### src/rtl/pc060ha_mailbox_flags.sv
// Writer-to-reader mailbox: per-channel data latch, full flag and optional sticky overrun.
// Define PC060HA_MAILBOX_OVERRUN_EN to drop writes into full channels and record OVR.
module pc060ha_mailbox_flags #(
   parameter int CHANNELS = 4,
   parameter int ADDR_W   = 2,
   parameter int DATA_W   = 4
) (
   input  logic                CLK,
   input  logic                RESETTICK,
   input  logic                M_WR,
   input  logic [ADDR_W-1:0]   M_ADDR,
   input  logic [DATA_W-1:0]   M_DIN,
   input  logic                S_RD,
   input  logic [ADDR_W-1:0]   S_ADDR,
   input  logic                S_CLRALL,
   input  logic [CHANNELS-1:0] IRQ_MASK,
   output logic [DATA_W-1:0]   S_DOUT,
   output logic [CHANNELS-1:0] FLAGS,
   output logic [CHANNELS-1:0] OVR,
   output logic                IRQ
);

   logic                wr_q;
   logic                rd_q;
   logic                wr_ev;
   logic                rd_ev;
   logic [CHANNELS-1:0] set_vec;
   logic [CHANNELS-1:0] clr_vec;
   logic [CHANNELS-1:0] load_vec;
   logic [CHANNELS-1:0] flags_nxt;
   logic [DATA_W-1:0]   data [CHANNELS];

   // Edge-detect registers reset high so a strobe held across reset release is not an event.
   // NOTE: sequential state uses non-blocking assignments so every register samples pre-edge values.
   always_ff @(posedge CLK or posedge RESETTICK) begin
      if (RESETTICK) begin
         wr_q <= 1'b1;
         rd_q <= 1'b1;
      end else begin
         wr_q <= M_WR;
         rd_q <= S_RD;
      end
   end

   assign wr_ev = M_WR & ~wr_q;
   assign rd_ev = S_RD & ~rd_q;

   // Out-of-range addresses match no channel, so those events fall away naturally.
   always_comb begin
      set_vec = '0;
      clr_vec = '0;
      for (int c = 0; c < CHANNELS; c++) begin
         set_vec[c] = wr_ev && (M_ADDR == ADDR_W'(c));
         clr_vec[c] = rd_ev && (S_ADDR == ADDR_W'(c));
      end
   end

`ifdef PC060HA_MAILBOX_OVERRUN_EN
   logic [CHANNELS-1:0] drop_vec;
   logic [CHANNELS-1:0] ovr_q;

   // A same-cycle read of the channel frees it, so that write is accepted.
   assign drop_vec = set_vec & FLAGS & ~clr_vec;
   assign load_vec = set_vec & ~drop_vec;

   always_ff @(posedge CLK or posedge RESETTICK) begin
      if (RESETTICK)
         ovr_q <= '0;
      else if (S_CLRALL)
         ovr_q <= '0;
      else
         ovr_q <= ovr_q | drop_vec;
   end

   assign OVR = ovr_q;
`else
   assign load_vec = set_vec;
   assign OVR      = '0;
`endif

   // Set wins over a coincident read; clear-all overrides both.
   assign flags_nxt = S_CLRALL ? '0 : ((FLAGS & ~clr_vec) | load_vec);

   always_ff @(posedge CLK or posedge RESETTICK) begin
      if (RESETTICK)
         FLAGS <= '0;
      else
         FLAGS <= flags_nxt;
   end

   // NOTE: the data latches are reset too; the reader must see zeros after reset, not stale values.
   always_ff @(posedge CLK or posedge RESETTICK) begin
      if (RESETTICK) begin
         for (int c = 0; c < CHANNELS; c++)
            data[c] <= '0;
      end else begin
         for (int c = 0; c < CHANNELS; c++)
            if (load_vec[c])
               data[c] <= M_DIN;
      end
   end

   // NOTE: S_DOUT gets a default before the loop so unmatched addresses cannot infer a latch.
   always_comb begin
      S_DOUT = '0;
      for (int c = 0; c < CHANNELS; c++)
         if (S_ADDR == ADDR_W'(c))
            S_DOUT = data[c];
   end

   assign IRQ = |(FLAGS & IRQ_MASK);

endmodule

### config.mk
export PLATFORM = sky130hd
export DESIGN_NAME = pc060ha_mailbox_flags
export DESIGN_NICKNAME = d
export VERILOG_FILES = /design/src/rtl/pc060ha_mailbox_flags.sv
export SDC_FILE = /design/constraint.sdc
export NUM_CORES = 1
export LEC_CHECK = 0
export BUFFER_PORTS_ARGS = -buffer_cell sky130_fd_sc_hd__clkbuf_2
export CAP_MARGIN = 20
export CORE_MARGIN = 3
export CORE_UTILIZATION = 50
export DETAILED_ROUTE_END_ITERATION = 16
export GPL_TIMING_DRIVEN = 0
export PLACE_DENSITY = 0.8
export SKIP_CTS_REPAIR_TIMING = 1
export SLEW_MARGIN = 0
export SYNTH_ARGS = -nofsm -noshare
export SYNTH_HDL_FRONTEND = slang
export SYNTH_SLANG_ARGS = --single-unit
### constraint.sdc
create_clock -name CLK -period 1.8 [get_ports CLK]
set_clock_uncertainty 0.1 [all_clocks]
set_input_delay 0.09 -clock CLK [delete_from_list [all_inputs] [get_ports CLK]]
set_output_delay 0.09 -clock CLK [all_outputs]
set_load 0.02 [all_outputs]
==> results.toml <==
[layout]
syn_to_final_growth_pct = 27.49
antenna_cells = 0
layout-drive-gt1-share_pct = 53.21
final_core_utilization_pct = 72.46
layoutNonFillerInstCount = 134
postLayoutCellArea_sq_mm = 0.001346
register_area_sq_um = 553.0
multi_input_area_sq_um = 466.7
nFillCells = 125
final_nets = 127

[floorplan]
floorplan.die.width_um = 51.96
floorplan.die.height_um = 51.96
fp.coreArea_sq_mm = 0.001858
top_ports = 30
initial_core_util_pct = 56.84
fp.dieArea_sq_mm = 0.002699
floorplan.rows = 15

[placement]
place_worst_setup_slack_ns = 0.3187
placed_area_sq_mm = 0.001214
hpwlAfterDp_um = 1477
placement.io_buffers = 23
routabilityCongestion = 0.7216
post-place-cells = 122

[worst_setup_path]
crit_chain = "mux4_2 > clkbuf_2"
cp_data_arrival_time_ns = 1.35
critPathLaunchType = "flip-flop"
regToRegEndpoint = "data[2]"
crit_end = "S_DOUT[3]"
crit_slowest_cell = "mux4_2"
r2r_setup_slack_ns = 0.33
critPathLaunch = "data[3]"
critical_path.max_fanout = 2
rr_worst_depth = 2
slowest_delay_ns = 0.47
timing_worst_setup_path_type = "flip-flop to output pin"
cp_data_required_time_ns = 1.61
critical_path.reg2reg.startpoint = "wr_q"
endpoint_kind = "output pin"

[clock_network]
clkSlewWorstSetupHoldPaths_ns = 0.13
h-tree-depth = 1
clockBufferDepth = 2
cts_tree = "built"
clock_insertion_delay_worst_skew_ns = 0.32
root_buffer = "clkbuf_4"
numCtsBuffers = 3
cts.sink_count = 22

[logic_synthesis]
postSynthAreaPerCell_sq_um = 14.87
synth_cell_types = 20
syn-cell-area_sq_mm = 0.001056
synthDominantAreaCellType = "dfrtp_1"
postSynthRegisterBits = 22
yosysTopAreaCellShare_pct = 47.39
syn_inst = 71
dominant_cells_by_area_after_synthesis = "dfrtp_1 47%, mux2_2 17%, mux4_2 8.5%"
yosysWarnings = 0
synth_seq_area_share_pct = 52.37

[grt]
antenna_found_initial = 0
first_global_vias = 688
grt_first_pass_wirelength_um = 3167
maximum_number_of_pins_on_one_net_before_global_route_repair = 23
grt_usage_pct = 16.98
grt_overflow = 0

[routing]
drt_pre_antenna_iters = 3
route.detailed.drc = 0
routed_wirelength_um = 2113
postRouteAntennaNets = 0
drt-vias-per-instance = 5.299
detailedRoute.firstIterationViolations = 5
post_detailed_route_wirelength_per_cell_um = 15.77
vias = 710

[sta]
final-hold-violation-count = 0
timing.setup.tns_ns = 0
max_freq_ghz = 0.6486
slew_violations = 0
finalCriticalPeriod_ns = 1.542
grt_setup_unrepaired = "false"
normalized_max_slew_margin_pct = 45.88
fin_crit_sh_pct = 85.66
tightestPinTransition_ns = 0.8109
finalSetupViolations = 0
setup_slack_ns = 0.2582

[job]
drv.max_cap_violation_count = 0

[power]
cellLeakagePower_uw = 0.0006213
worst_ir_drop_vdd_mv = 0.6713
power.density_mw_per_mm2 = 950.5

[status]
outcome = "completed"

[worst_hold_path]
hold_path_class = "primary input to flip-flop"
## metal layers
metal  vias to the layer above  global-route usage (%)  share of wire (%)  wire length, um
met3                         5                   2.865                5.1              108
li1                        337                       -                  -                -
met5                         -                       0                  0                0
met1                       345                   18.98                 41              876
met2                        23                   29.71                 51             1081
met4                         0                   10.48                2.2               47
## where the power goes
| part | internal, uW | switching (uW) |
|---|---|---|
| sequential | 580 | 41.6 |
| combinational | 155 | 124 |
| clock | 225 | 153 |
| total | 961 | 319 |
## metrics by stage
step | hold slack (ns) | power, uW
6_report | 0.04974 | 1280
5_1_grt | 0.07429 | 1336
4_1_cts | -0.2206 | 1274
3_5_place_dp | 0.1239 | 900.4
3_3_place_gp | 0.1219 | 884.5
2_1_floorplan | -0.02226 | 816.2
## logic make-up (layout without fill, tap and decap cells)
kind of cell	Yosys count	after routing	synth area share, %
buffers and inverters	8	43	4.503
multiplexers	20	20	25.59
AO/OA/AOI/OAI	6	6	4.265
flip-flops	22	22	52.37
AND/OR/NAND/NOR	14	14	12.91
other	1	4	0.3551
## critical path, delay by kind of cell, from the launching register on
kind	cells	cell delay, ns
buffers and inverters	1	0.17
flip-flops	1	0.40
multiplexers	1	0.47
## state kept, by name (all words and copies together), names as in the netlist
| register | count |
|---|---|
| FLAGS | 4 |
| wr_q | 1 |
| rd_q | 1 |
| data | 16 |
## worst min-delay path by stage
stage / from / to / slack, ns / cells past startpoint
2_1_floorplan: RESETTICK / FLAGS[0] / -0.02 / 1
3_3_place_gp: S_RD / rd_q / 0.12 / 1
3_5_place_dp: S_RD / rd_q / 0.12 / 1
4_1_cts: S_RD / rd_q / -0.22 / 1
5_1_grt: M_ADDR[0] / FLAGS[0] / 0.07 / 3
6_report: M_ADDR[0] / FLAGS[0] / 0.05 / 3
## layout make-up
cell class / instances / share of cell area (%)
multi-input cells: 44 / 34.67
flip-flops and latches: 22 / 41.08
clock buffers: 3 / 1.673
plain buffers: 6 / 2.974
well taps: 25 / 2.323
repair buffers: 31 / 14.50
inverters: 2 / 0.5576
clock inverters: 1 / 2.230
## Yosys cell counts, drive strengths merged
cell,number
dfstp,2
nor4bb,2
conb,1
a22oi,2
nor4b,2
dfrtp,20
nand4b,1
buf,6
nand4bb,1
nand2b,4
mux4,4
and4bb,2
mux2,16
o22ai,2
o2bb2ai,2
and4b,1
nand2,1
inv,2
## cell usage in the layout (no fill, tap or decap)
| cell | instances |
|---|---|
| a22oi_1 | 2 |
| and4b_1 | 1 |
| and4bb_2 | 2 |
| buf_2 | 2 |
| buf_4 | 4 |
| bufinv_16 | 1 |
| clkbuf_2 | 23 |
| clkbuf_4 | 3 |
| conb_1 | 4 |
| dfrtp_1 | 20 |
| dfstp_2 | 2 |
| dlygate4sd3_1 | 8 |
| inv_1 | 2 |
| mux2_2 | 16 |
| mux4_2 | 4 |
| nand2_1 | 1 |
| nand2b_1 | 4 |
| nand4b_1 | 1 |
| nand4bb_1 | 1 |
| nor4b_1 | 1 |
| nor4b_4 | 1 |
| nor4bb_1 | 2 |
| o22ai_1 | 2 |
| o2bb2ai_1 | 2 |
Note: power is estimated with default switching activity, not from simulation.
